--- src/rtl/row_reduction_sequencer_pkg.sv ---
// Shared definitions for the row reduction sequencer slice.
// Holds the FSM state encoding, the length of the accumulator clear window
// and the default datapath widths used by the top and its sub-module.
package row_reduction_sequencer_pkg;

    // Default widths (overridable through the top-level parameters)
    localparam int DEF_ELEMENT_WIDTH = 32;
    localparam int DEF_NO_OF_UNITS   = 8;
    localparam int DEF_ROW_W         = 10;
    localparam int DEF_CHUNK_W       = 5;

    // Number of cycles org_start is held low between rows
    localparam int CLEAR_CYCLES = 2;

    // FSM state encoding
    localparam int STATE_W = 3;
    typedef logic [STATE_W-1:0] state_t;

    localparam state_t ST_IDLE   = 3'd0;
    localparam state_t ST_CLEAR  = 3'd1;
    localparam state_t ST_FEED   = 3'd2;
    localparam state_t ST_DRAIN  = 3'd3;
    localparam state_t ST_OUTPUT = 3'd4;

endpackage

--- src/rtl/row_reduction_sequencer_chunk_counter.sv ---
// chunk_completion_counter
// Tracks how many chunks of the current row have been issued to the organizer
// and how many final-adder completions have come back.
// Ports:
//   clk, rst_n      clock, asynchronous active-low reset
//   clear           zero both counters (held during the clear window)
//   chunks_per_row  configured chunks per row
//   count_window    high while completions are expected (FEED or DRAIN)
//   chunk_accept    a chunk is being accepted this cycle
//   final_finish    organizer completion pulse
//   issue_room      more chunks may still be issued for this row
//   last_issue      the chunk accepted this cycle is the row's last one
//   last_done       the completion this cycle finishes the row
//   spurious        completion arrived outside the counting window
module chunk_completion_counter
    import row_reduction_sequencer_pkg::*;
#(
    parameter int CHUNK_W = DEF_CHUNK_W
) (
    input  logic               clk,
    input  logic               rst_n,
    input  logic               clear,
    input  logic [CHUNK_W-1:0] chunks_per_row,
    input  logic               count_window,
    input  logic               chunk_accept,
    input  logic               final_finish,
    output logic               issue_room,
    output logic               last_issue,
    output logic               last_done,
    output logic               spurious
);

    logic [CHUNK_W-1:0] issue_cnt;
    logic [CHUNK_W-1:0] done_cnt;
    logic               counted_finish;

    assign issue_room     = (issue_cnt < chunks_per_row);
    assign last_issue     = chunk_accept && (issue_cnt == chunks_per_row - 1'b1);
    // Completions beyond the configured count are dropped silently
    assign counted_finish = final_finish && count_window && (done_cnt < chunks_per_row);
    assign last_done      = counted_finish && (done_cnt == chunks_per_row - 1'b1);
    assign spurious       = final_finish && !count_window;

    always_ff @(posedge clk or negedge rst_n) begin
        if (!rst_n) begin
            issue_cnt <= '0;
            done_cnt  <= '0;
        end else if (clear) begin
            issue_cnt <= '0;
            done_cnt  <= '0;
        end else begin
            if (chunk_accept && issue_room) begin
                issue_cnt <= issue_cnt + 1'b1;
            end
            if (counted_finish) begin
                done_cnt <= done_cnt + 1'b1;
            end
        end
    end

endmodule

--- src/rtl/row_reduction_sequencer.sv ---
// row_reduction_sequencer
// Sequences the external eight-lane row adder/organizer through a job of
// cfg_num_rows rows, each made of cfg_chunks_per_row 8-element chunks.
// Between rows the organizer accumulator is cleared by holding org_start low.
// Handshakes: a transfer happens on any rising clk edge where valid and ready
// are both high; valid never waits on ready, and a producer holds its payload
// stable while valid is high and ready is low.
// Ports:
//   cfg_*        job request (row count, chunks per row)
//   chunk_*      operand chunk stream in
//   org_*        organizer control/data out, completion and running sum in
//   res_*        one row sum per row, with row index and last-row flag
//   busy         controller not idle
//   err_*        sticky error flags, cleared by the next accepted valid job
module row_reduction_sequencer
    import row_reduction_sequencer_pkg::*;
#(
    parameter int ELEMENT_WIDTH = DEF_ELEMENT_WIDTH,
    parameter int NO_OF_UNITS   = DEF_NO_OF_UNITS,
    parameter int ROW_W         = DEF_ROW_W,
    parameter int CHUNK_W       = DEF_CHUNK_W
) (
    input  logic                                 clk,
    input  logic                                 rst_n,
    input  logic                                 cfg_valid,
    output logic                                 cfg_ready,
    input  logic [ROW_W-1:0]                     cfg_num_rows,
    input  logic [CHUNK_W-1:0]                   cfg_chunks_per_row,
    input  logic                                 chunk_valid,
    output logic                                 chunk_ready,
    input  logic [NO_OF_UNITS*ELEMENT_WIDTH-1:0] chunk_data,
    output logic                                 org_start,
    output logic                                 org_chunk_strobe,
    output logic [NO_OF_UNITS*ELEMENT_WIDTH-1:0] org_row_input,
    input  logic                                 org_final_finish,
    input  logic [ELEMENT_WIDTH-1:0]             org_adder_output,
    output logic                                 res_valid,
    input  logic                                 res_ready,
    output logic [ELEMENT_WIDTH-1:0]             res_data,
    output logic [ROW_W-1:0]                     res_row_idx,
    output logic                                 res_last,
    output logic                                 busy,
    output logic                                 err_spurious,
    output logic                                 err_cfg
);

    localparam logic [1:0] CLEAR_LAST = 2'(CLEAR_CYCLES - 1);

    state_t             state;
    logic               out_en;      // keeps cfg_ready low until the first clock after reset
    logic [1:0]         clr_cnt;
    logic [ROW_W-1:0]   num_rows;
    logic [ROW_W-1:0]   row_idx;
    logic [CHUNK_W-1:0] chunks_per_row;

    logic cfg_fire;
    logic cfg_ok;
    logic chunk_accept;
    logic count_window;
    logic issue_room;
    logic last_issue;
    logic last_done;
    logic spurious;
    logic last_row;

    assign cfg_ready    = out_en && (state == ST_IDLE);
    assign cfg_fire     = cfg_valid && cfg_ready;
    assign cfg_ok       = (cfg_num_rows != '0) && (cfg_chunks_per_row != '0);
    assign chunk_ready  = (state == ST_FEED) && issue_room;
    assign chunk_accept = chunk_valid && chunk_ready;
    assign count_window = (state == ST_FEED) || (state == ST_DRAIN);
    // The accumulator keeps its value through OUTPUT; only CLEAR (and IDLE) zero it
    assign org_start    = count_window || (state == ST_OUTPUT);
    assign res_valid    = (state == ST_OUTPUT);
    assign busy         = (state != ST_IDLE);
    assign last_row     = (row_idx == num_rows - 1'b1);

    chunk_completion_counter #(
        .CHUNK_W (CHUNK_W)
    ) u_counter (
        .clk            (clk),
        .rst_n          (rst_n),
        .clear          (state == ST_CLEAR),
        .chunks_per_row (chunks_per_row),
        .count_window   (count_window),
        .chunk_accept   (chunk_accept),
        .final_finish   (org_final_finish),
        .issue_room     (issue_room),
        .last_issue     (last_issue),
        .last_done      (last_done),
        .spurious       (spurious)
    );

    always_ff @(posedge clk or negedge rst_n) begin
        if (!rst_n) begin
            state            <= ST_IDLE;
            out_en           <= 1'b0;
            clr_cnt          <= '0;
            num_rows         <= '0;
            row_idx          <= '0;
            chunks_per_row   <= '0;
            org_chunk_strobe <= 1'b0;
            org_row_input    <= '0;
            res_data         <= '0;
            res_row_idx      <= '0;
            res_last         <= 1'b0;
            err_spurious     <= 1'b0;
            err_cfg          <= 1'b0;
        end else begin
            out_en           <= 1'b1;
            org_chunk_strobe <= chunk_accept;
            if (chunk_accept) begin
                org_row_input <= chunk_data;
            end
            if (spurious) begin
                err_spurious <= 1'b1;
            end

            case (state)
                ST_IDLE: begin
                    if (cfg_fire) begin
                        if (cfg_ok) begin
                            num_rows       <= cfg_num_rows;
                            chunks_per_row <= cfg_chunks_per_row;
                            row_idx        <= '0;
                            clr_cnt        <= '0;
                            err_cfg        <= 1'b0;
                            // A stray completion in this same cycle still counts
                            err_spurious   <= spurious;
                            state          <= ST_CLEAR;
                        end else begin
                            err_cfg <= 1'b1;
                        end
                    end
                end
                ST_CLEAR: begin
                    if (clr_cnt == CLEAR_LAST) begin
                        clr_cnt <= '0;
                        state   <= ST_FEED;
                    end else begin
                        clr_cnt <= clr_cnt + 2'd1;
                    end
                end
                ST_FEED, ST_DRAIN: begin
                    if (last_done) begin
                        // Running sum is valid alongside the completion pulse
                        res_data    <= org_adder_output;
                        res_row_idx <= row_idx;
                        res_last    <= last_row;
                        state       <= ST_OUTPUT;
                    end else if (last_issue) begin
                        state <= ST_DRAIN;
                    end
                end
                ST_OUTPUT: begin
                    if (res_ready) begin
                        if (res_last) begin
                            state <= ST_IDLE;
                        end else begin
                            row_idx <= row_idx + 1'b1;
                            clr_cnt <= '0;
                            state   <= ST_CLEAR;
                        end
                    end
                end
                default: begin
                    state <= ST_IDLE;
                end
            endcase
        end
    end

endmodule

--- config.mk ---
export PLATFORM = sky130hd
export DESIGN_NAME = row_reduction_sequencer
export DESIGN_NICKNAME = d
export VERILOG_FILES = /design/src/rtl/row_reduction_sequencer_pkg.sv /design/src/rtl/row_reduction_sequencer_chunk_counter.sv /design/src/rtl/row_reduction_sequencer.sv
export SDC_FILE = /design/constraint.sdc
export NUM_CORES = 1
export LEC_CHECK = 0
export CAP_MARGIN = 40
export CORE_AREA = 4 4 235 237
export DETAILED_ROUTE_END_ITERATION = 8
export DIE_AREA = 0 0 239 241
export GPL_ROUTABILITY_DRIVEN = 1
export PLACE_DENSITY = 0.59
export SYNTH_ARGS = -nofsm -noshare
export SYNTH_HDL_FRONTEND = slang
export SYNTH_HIERARCHICAL = 1
export SYNTH_SLANG_ARGS = --single-unit
export TNS_END_PERCENT = 50
--- constraint.sdc ---
create_clock -name clk -period 9.1 [get_ports clk]
set_clock_uncertainty 0.1 [all_clocks]
set_input_delay 1.365 -clock clk [delete_from_list [all_inputs] [get_ports clk]]
set_output_delay 1.365 -clock clk [all_outputs]
set_load 0.005 [all_outputs]
==> results.cfg <==
[power_and_ir_drop]
p_switching_mw = 1.98
p_int_mw = 4.92
switching_share = 0.287
pwr-share-seq = 0.369
irDropWorstVdd_mv = 0.153
powerDensity_nw_per_um2 = 310
cellLeakagePower_nw = 9.50
power_frac_comb = 0.388
clock_power_share = 0.243

[worst_setup_path]
cp_slowest_cell = buf_12
reg2regPathDepth = 11
r2r_start = chunks_per_row[4]$_DFFE_PN0P_
path_class = flip-flop to flip-flop
critical_path_buf_inv_count = 4
cpLargestDelayFamily = buffers and inverters
worstSetupStartpoint = chunks_per_row[4]$_DFFE_PN0P_
required_ns = 9.42
slowest_delay_ns = 0.59
crit_cells = 11
worstPathArrival_ns = 4.57
crit_fanout = 182
crit_chain = inv_1 -> ha_1 -> o211ai_1 -> a21oi_1 -> nor2_1 -> nor3b_2 -> and2_4 -> buf_12 -> buf_4 -> buf_16 -> mux2_1
endpoint_kind = flip-flop
start_kind = flip-flop

[sta]
finalHoldViolCount = 0
period_share = 0.467
tns_ns = 0
maxSlewViolCount = 0
setup_ws_ns = 4.85
setup_violations = 0
worst_slew_margin_rel = 0.167
fmax_mhz = 235
worst_pin_slew_ns = 1.25
fin_crit_ns = 4.25
timing.hold.ws_ns = 0.380
rsz0062_at_grt = no

[die]
dieArea_um2 = 57600
start_util = 0.265
die_x_um = 239
fp.dieH_um = 241
ios = 616
coreArea_um2 = 53300
row_count = 85

[global_routing]
grt_pass1_vias = 10600
grt_use_total = 0.151
grt_max_degree = 183
antenna_found_initial = 3
grt_overflow = 0
grt_pass1_wl_um = 67600

[clock_tree]
cts_sinks = 343
clk_pin_slew_ns = 0.06
clk_latency_ns = 0.54
cts-root-buf = clkbuf_16
cts_buffers = 41
post_cts_buffers = 0
cts_resized = 0
cts_tree = yes
postCtsHoldBufs = 0
ctsHtreeMaxLevel = 2
clockBufferDepth = 3

[finish]
nNetsFinal = 1899
areaGrowthSynthToFinish_pct = 57.8
drive_gt1_frac = 0.0980
stdcell_area_um2 = 22300
fin_util = 0.418

[synth]
synth.net_count = 1277
yosys.area.top_type = dfrtp_1
synth_seq_area_share = 0.609
synth_edf_count = 0
async_flop_share = 1.00
synth_ff_type = dfrtp_1
syn_area_um2 = 14100
yosys.cell_count.top_type = dfrtp_1
synth_common_cells = dfrtp_1, mux2_1, mux2_2
synth_area_leaders = dfrtp_1, mux2_1, mux2_2
ys_seq_elements = 343
syn_area_per_cell_um2 = 14.8
synth_cells = 953
yosys.cell_types.count = 60
synth_top_area_frac = 0.609
yosys_warnings = 6

[drt]
detail-route-antenna-nets = 0
drt-met1-wl_um = 17600
first_pass_iters = 4
drt-initial-drc-count = 422
dr_total_vias = 10000
drc_errors = 0
viasPerCell = 4.36
wirelength_um = 46100
met3_length_um = 3260
highest_layer = met5
wl_per_cell_um = 20.1
wl_met2_um = 24300

[flow_run]
max_cap_viol_count = 0

[hold_path]
holdCritStartpoint = org_row_input[2]$_DFFE_PN0P_
whs_path_depth = 1
holdCritPathClass = flip-flop to flip-flop

[placement]
gp_congestion = 0.808
numPortBuffers = 615
dp_hpwl_um = 35300
dp_slack_ns = 4.76
placed_area_um2 = 20900

[outcome]
status = finished, final reports clean
[sequential cells by signal (all words and copies together) (netlist names), 2 cells and up]
| register | flops |
|---|---|
| chunks_per_row | 5 |
| clr_cnt | 2 |
| u_counter/issue_cnt | 5 |
| row_idx | 10 |
| state | 3 |
| org_row_input | 256 |
| u_counter/done_cnt | 5 |
| num_rows | 10 |
| res_data | 32 |
| res_row_idx | 10 |
[path summary, 6_finish.rpt]
check,to,slack (ns)
worst max-delay path,org_row_input[78]$_DFFE_PN0P_,4.85
worst min-delay path,org_row_input[2]$_DFFE_PN0P_,0.38
worst max register to register,org_row_input[78]$_DFFE_PN0P_,4.85
worst min register to register,org_row_input[2]$_DFFE_PN0P_,0.38
max in group asynchronous,org_row_input[95]$_DFFE_PN0P_,6.45
min in group asynchronous,num_rows[4]$_DFFE_PN0P_,0.74
[power by group through the flow]
stage	sequential [mW]	clock, mW	combinational (mW)
floorplan	2.57	0	0.942
global placement	2.55	0	2.69
detailed placement	2.58	0	2.73
CTS	2.55	1.75	2.75
global route	2.64	1.80	2.89
finish	2.54	1.68	2.68
[cell usage in the layout (no fill, tap or decap), types with 5 or more instances in the layout]
cell type | synthesis | layout
nor2_1 | 28 | 28
clkbuf_8 | 0 | 7
o21ai_0 | 9 | 9
nand2_1 | 44 | 43
mux2_2 | 69 | 69
a21oi_1 | 12 | 12
nor2b_1 | 9 | 9
xor2_1 | 8 | 8
or3_1 | 7 | 7
ha_1 | 15 | 15
clkdlybuf4s50_1 | 0 | 614
nor3_1 | 10 | 10
inv_1 | 14 | 14
mux2_1 | 240 | 240
nand3_1 | 8 | 8
clkinv_2 | 0 | 5
nand2b_1 | 7 | 7
clkbuf_1 | 6 | 7
xnor2_1 | 18 | 18
dfrtp_1 | 343 | 343
clkbuf_16 | 0 | 43
nand4_1 | 6 | 6
a31oi_1 | 5 | 5
[layout make-up]
| cell class | instances | area, um^2 |
|---|---|---|
| sequential | 343 | 8580 |
| tap | 696 | 871 |
| timing repair buffer | 623 | 6290 |
| fill | 4956 | 31000 |
| clock inverter | 13 | 179 |
| multi-input combinational | 550 | 5070 |
| clock buffer | 57 | 1200 |
| inverter | 16 | 60.1 |
| antenna | 1 | 2.50 |
[kinds of logic (layout without fill, tap and decap cells)]
group | count (synthesis) | after routing | share of synthesized area
other | 1 | 2 | 0.000266
buffers and inverters | 60 | 709 | 0.0319
XOR/XNOR | 26 | 26 | 0.0162
AND/OR/NAND/NOR | 145 | 145 | 0.0549
multiplexers | 312 | 312 | 0.249
flip-flops | 343 | 343 | 0.609
AO/OA/AOI/OAI | 51 | 51 | 0.0257
adder cells (fa/ha/maj) | 15 | 15 | 0.0133
[per-stage QoR]
step | power (mW) | instances
CTS | 7.05 | 2298
floorplan | 3.52 | 953
finish | 6.90 | 2299
detailed placement | 5.31 | 2228
global route | 7.33 | 2299
global placement | 5.24 | 2226
[routing by layer]
layer,GRT usage,up-vias
li1,-,4624
met1,0.177,5010
met2,0.273,321
met3,0.0447,73
met4,0.0385,4
met5,0,-
[worst reg2reg max path: cells and delay by family (launching register included)]
family                   cells  cell delay [ns]
AO/OA/AOI/OAI                2             0.23
adder cells (fa/ha/maj)      1             0.34
buffers and inverters        4             1.88
flip-flops                   1             0.51
multiplexers                 1             0.39
AND/OR/NAND/NOR              3             0.68
Power figures use the tool's default switching activity.
==> patch 1 (same settings) <==
Put one more register stage on the output `err_cfg`, with the module's reset. The value now appears one clock later. The other outputs are not delayed to match.
--- a/src/rtl/row_reduction_sequencer.sv
+++ b/src/rtl/row_reduction_sequencer.sv
@@ -45,6 +45,8 @@
 );
 
     localparam logic [1:0] CLEAR_LAST = 2'(CLEAR_CYCLES - 1);
+
+    logic err_cfg_s0;
 
     state_t             state;
     logic               out_en;      // keeps cfg_ready low until the first clock after reset
@@ -105,7 +107,7 @@
             res_row_idx      <= '0;
             res_last         <= 1'b0;
             err_spurious     <= 1'b0;
-            err_cfg          <= 1'b0;
+            err_cfg_s0       <= 1'b0;
         end else begin
             out_en           <= 1'b1;
             org_chunk_strobe <= chunk_accept;
@@ -124,12 +126,12 @@
                             chunks_per_row <= cfg_chunks_per_row;
                             row_idx        <= '0;
                             clr_cnt        <= '0;
-                            err_cfg        <= 1'b0;
+                            err_cfg_s0     <= 1'b0;
                             // A stray completion in this same cycle still counts
                             err_spurious   <= spurious;
                             state          <= ST_CLEAR;
                         end else begin
-                            err_cfg <= 1'b1;
+                            err_cfg_s0 <= 1'b1;
                         end
                     end
                 end
@@ -170,5 +172,13 @@
         end
     end
 
+    always_ff @(posedge clk or negedge rst_n) begin
+        if (!rst_n) begin
+            err_cfg <= '0;
+        end else begin
+            err_cfg <= err_cfg_s0;
+        end
+    end
+
 endmodule
 
Check against the original RTL: not equivalent (a bounded check fails within 4 cycles, from zero or initial values and one cycle with rst_n low).
==> patch 1 against the original RTL <==
- via count rose by 0.27%
- hold slack got worse by 0.098 ns
- cell area fell by 0.38%
- count of clock-buffer cells in the layout fell by 1
- wire length rose by 2.9%
- final cell count fell by 0.13%
- die area did not move
- fmax rose by 0.95%
- sequential cell count rose by 1
- synthesized cell count rose by 0.10%
- setup slack improved by 0.040 ns
- sequential share of layout area rose by 0.26 points
- synthesized area rose by 0.18%
- total power fell by 0.77%
- highest routed layer unchanged
==> patch 1: results (changes against the original RTL) <==
antenna_found_initial: 7  # +4
synth.area.top_cells: "dfrtp_1 (61%), mux2_1 (19%), mux2_2 (5.5%), buf_6 (2.2%), ha_1 (1.3%)"
grt_pass1_vias: 10690  # +1.1%
post_dp_cell_area_um2: 20870  # about the same
gp_congestion: 0.8114  # +0.40%
crit_arrival_ns: 2.75  # -1.82 ns
wire_per_inst_um: 20.66  # +3.0%
ir_drop_mv: 0.1615  # +5.8%
place_hpwl_um: 36590  # +3.8%
dr.pass1.iters: 5  # +1
grt_use_total_pct: 15.64  # +0.49 points
synth_fp_nets: 1278  # +0.078%
wl_met2_um: 25180  # +3.8%
grt_pass1_wl_um: 68450  # +1.3%
status: "finished, final reports clean"
wl_met3_um: 3608  # +11%
synth.distinct_cells: 60  # unchanged
layout-drive-gt1-share_pct: 9.625  # -0.18 points
syn_area_per_cell_um2: 14.80  # about the same
diodes: 0  # -1
tightest_slew_ns: 1.245  # -0.003702 ns
final_cells: 2296  # -0.13%
vias: 10060  # +0.27%
ys_top_cells_by_count: "dfrtp_1 (344), mux2_1 (240), mux2_2 (69), nand2_1 (44), nor2_1 (28)"
p_leak_nw: 9.469  # -0.35%
drt_iter0_markers: 494  # +17%
crit_path_max_fanout: 9  # -95%
wirelength_met1_um: 17030  # -3.1%
ys_seq_area_share_pct: 60.95  # +0.069 points
[patch 1: worst max-delay path: stages, from the launching register on]
cell             delay [ns]
dfrtp_1                0.51
inv_1                  0.13
ha_1                   0.34
o211ai_1               0.10
a21oi_1                0.38
nor2_1                 0.10
nor3b_2                0.19
clkdlybuf4s50_1        0.47
[patch 1: cell type report]
type                    instances  area (µm²)  area share, %
clock buffers                  56        1162          5.244
repair buffers                622        6259          28.23
flip-flops and latches        344        8608          38.83
clock inverters                12       136.4         0.6152
well taps                     696       870.8          3.928
multi-input cells             550        5071          22.88
inverters                      16       60.06         0.2709
[patch 1: cell families (layout without fill, tap and decap cells)]
logic type,after synthesis,after routing,share of synthesized area [%]
buffers and inverters,60,706,3.180
AND/OR/NAND/NOR,145,145,5.484
multiplexers,312,312,24.85
flip-flops,344,344,60.95
adder cells (fa/ha/maj),15,15,1.329
other,1,1,0.02655
XOR/XNOR,26,26,1.612
AO/OA/AOI/OAI,51,51,2.569
[patch 1: layer usage]
layer / up-vias / track usage (%)
met3: 85 / 5.257
li1: 4620 / -
met2: 375 / 28.75
met1: 4965 / 16.87
met5: - / 0
met4: 14 / 5.317
[patch 1: worst paths after layout]
kind / start / endpoint / slack (ns) / cells after the start
max: chunks_per_row[4] / chunk_ready / 4.89 / 7
min: err_cfg_s0 / err_cfg / 0.28 / 0
max reg2reg: chunks_per_row[4] / org_row_input[230] / 5.16 / 11
min reg2reg: err_cfg_s0 / err_cfg / 0.28 / 0
max in group asynchronous: rst_n / org_row_input[134] / 6.38 / 3
min in group asynchronous: rst_n / res_data[23] / 0.70 / 1
[patch 1: report_power, final]
part | internal, mW | switching, mW | total [mW]
combinational | 1.71 | 0.991 | 2.70
clock | 0.947 | 0.643 | 1.59
sequential | 2.19 | 0.366 | 2.56
==> patch 2 (same flow settings) <==
Without the edit above. `DEF_ELEMENT_WIDTH`: 32 -> 36.
--- a/src/rtl/row_reduction_sequencer_pkg.sv
+++ b/src/rtl/row_reduction_sequencer_pkg.sv
@@ -4,7 +4,7 @@
 package row_reduction_sequencer_pkg;
 
     // Default widths (overridable through the top-level parameters)
-    localparam int DEF_ELEMENT_WIDTH = 32;
+    localparam int DEF_ELEMENT_WIDTH = 36;
     localparam int DEF_NO_OF_UNITS   = 8;
     localparam int DEF_ROW_W         = 10;
     localparam int DEF_CHUNK_W       = 5;
Ports: changed (resized chunk_data, org_adder_output, org_row_input and res_data); port bits go from 616 to 688. The function was not compared with the original's and may differ.
==> patch 2 against the original RTL <==
- synthesized area grew 8.7%
- sequential cell count grew 36
- total power grew 16%
- count of clock-buffer cells in the layout grew 9
- setup slack gained 0.015 ns
- cell area grew 9.2%
- fmax grew 0.35%
- wire length grew 13%
- non-clock buffer count grew 71
==> patch 2: results (changes against the original RTL) <==
grt_max_degree: 176  # -3.8%
drt_iter0_markers: 431  # +2.1%
top_regs: "org_row_input (288), res_data (36)"
seq_area_um2: 9484  # +10%
worstReg2RegEnd: "u_counter/issue_cnt[2]"
port_buffers: 687  # +12%
wl_met2_um: 26530  # +9.4%
grt_use_total_pct: 17.05  # +1.9 points
layout_min_cycle_time_ns: 4.237  # -0.01462 ns
multi_input_gates: 588  # +6.9%
reg2reg_depth: 12  # +1
sh_seq_area_pct: 39.03  # +0.46 points
final_nets: 2083  # +9.7%
relSlewSlack_pct: 30.52  # +14 points
syn_area_per_cell_um2: 14.85  # +0.36%
placed_cells: 2373  # +6.5%
synth.area.top_cells: "dfrtp_1 (62%), mux2_2 (24%), mux2_1 (1.6%), ha_1 (1.2%), buf_4 (1.2%)"
hp-start: "org_row_input[284]"
whs_ns: 0.3851  # +0.005028 ns
crit_path_max_fanout: 9  # -95%
ir_drop_mv: 0.1831  # +20%
ys_top_cells_by_count: "dfrtp_1 (379), mux2_2 (323), nand2_1 (37), nor2_1 (27), buf_4 (24)"
comb_power_mw: 3.38  # +26%
fill_cells: 4806  # -3.0%
place_hpwl_um: 39920  # +13%
clk_latency_ns: 0.56  # +0.02 ns
slowest_stage: "dfrtp_1"
final_cells: 2457  # +6.9%
diodes: 5  # +4
viasPerCell: 4.460  # +2.2%
grt_util_met1_pct: 19.99  # +2.3 points
power_frac_comb_pct: 42.2  # +3.4 points
clock_buffers: 66  # +16%
routed_wl_um: 52190  # +13%
wirelength_met1_um: 19710  # +12%
grt_pass1_vias: 11590  # +9.6%
p_sw_mw: 2.318  # +17%
ys_seq_area_share_pct: 61.90  # +1.0 points
final-clk-cell-share_pct: 5.860  # -0.33 points
dp_slack_ns: 4.948  # +0.1911 ns
grt_pass1_wl_um: 74820  # +11%
antenna_found_initial: 11  # +8
rrSetupSlack_ns: 5.26  # +0.41 ns
layout-drive-gt1-share_pct: 22.95  # +13 points
gp_congestion: 0.8368  # +3.5%
cpPeakStageDelay_ns: 0.51  # -0.08 ns
status: "finished, final reports clean"
hold_path_end: "org_row_input[284]"
[patch 2: changes by cell type after synthesis, moves of 4 or more]
cell and change:
nand2b_1 +4, o21ai_0 +5, nand2_1 -7, buf_1 +5, mux2_2 +254, buf_6 -22, dfrtp_1 +36, mux2_1 -218
buf_4 +21
[patch 2: cells by family (layout without fill, tap and decap cells)]
group,Yosys count,after routing,synth area share (%)
and+or+nand+nor,146,146,5.128
muxes,347,347,25.49
other,1,6,0.02447
adders and majority gates,15,15,1.225
xor gates and xnor gates,22,22,1.258
AOI/OAI and AO/OA,57,57,2.474
buffers and inverters,65,789,2.507
DFF,379,379,61.90
[patch 2: worst max path at each step]
stage	endpoint
after floorplan	res_last
after global placement	u_counter/issue_cnt[2]
after detailed placement	res_last
after CTS	chunk_ready
after global routing	chunk_ready
final	chunk_ready
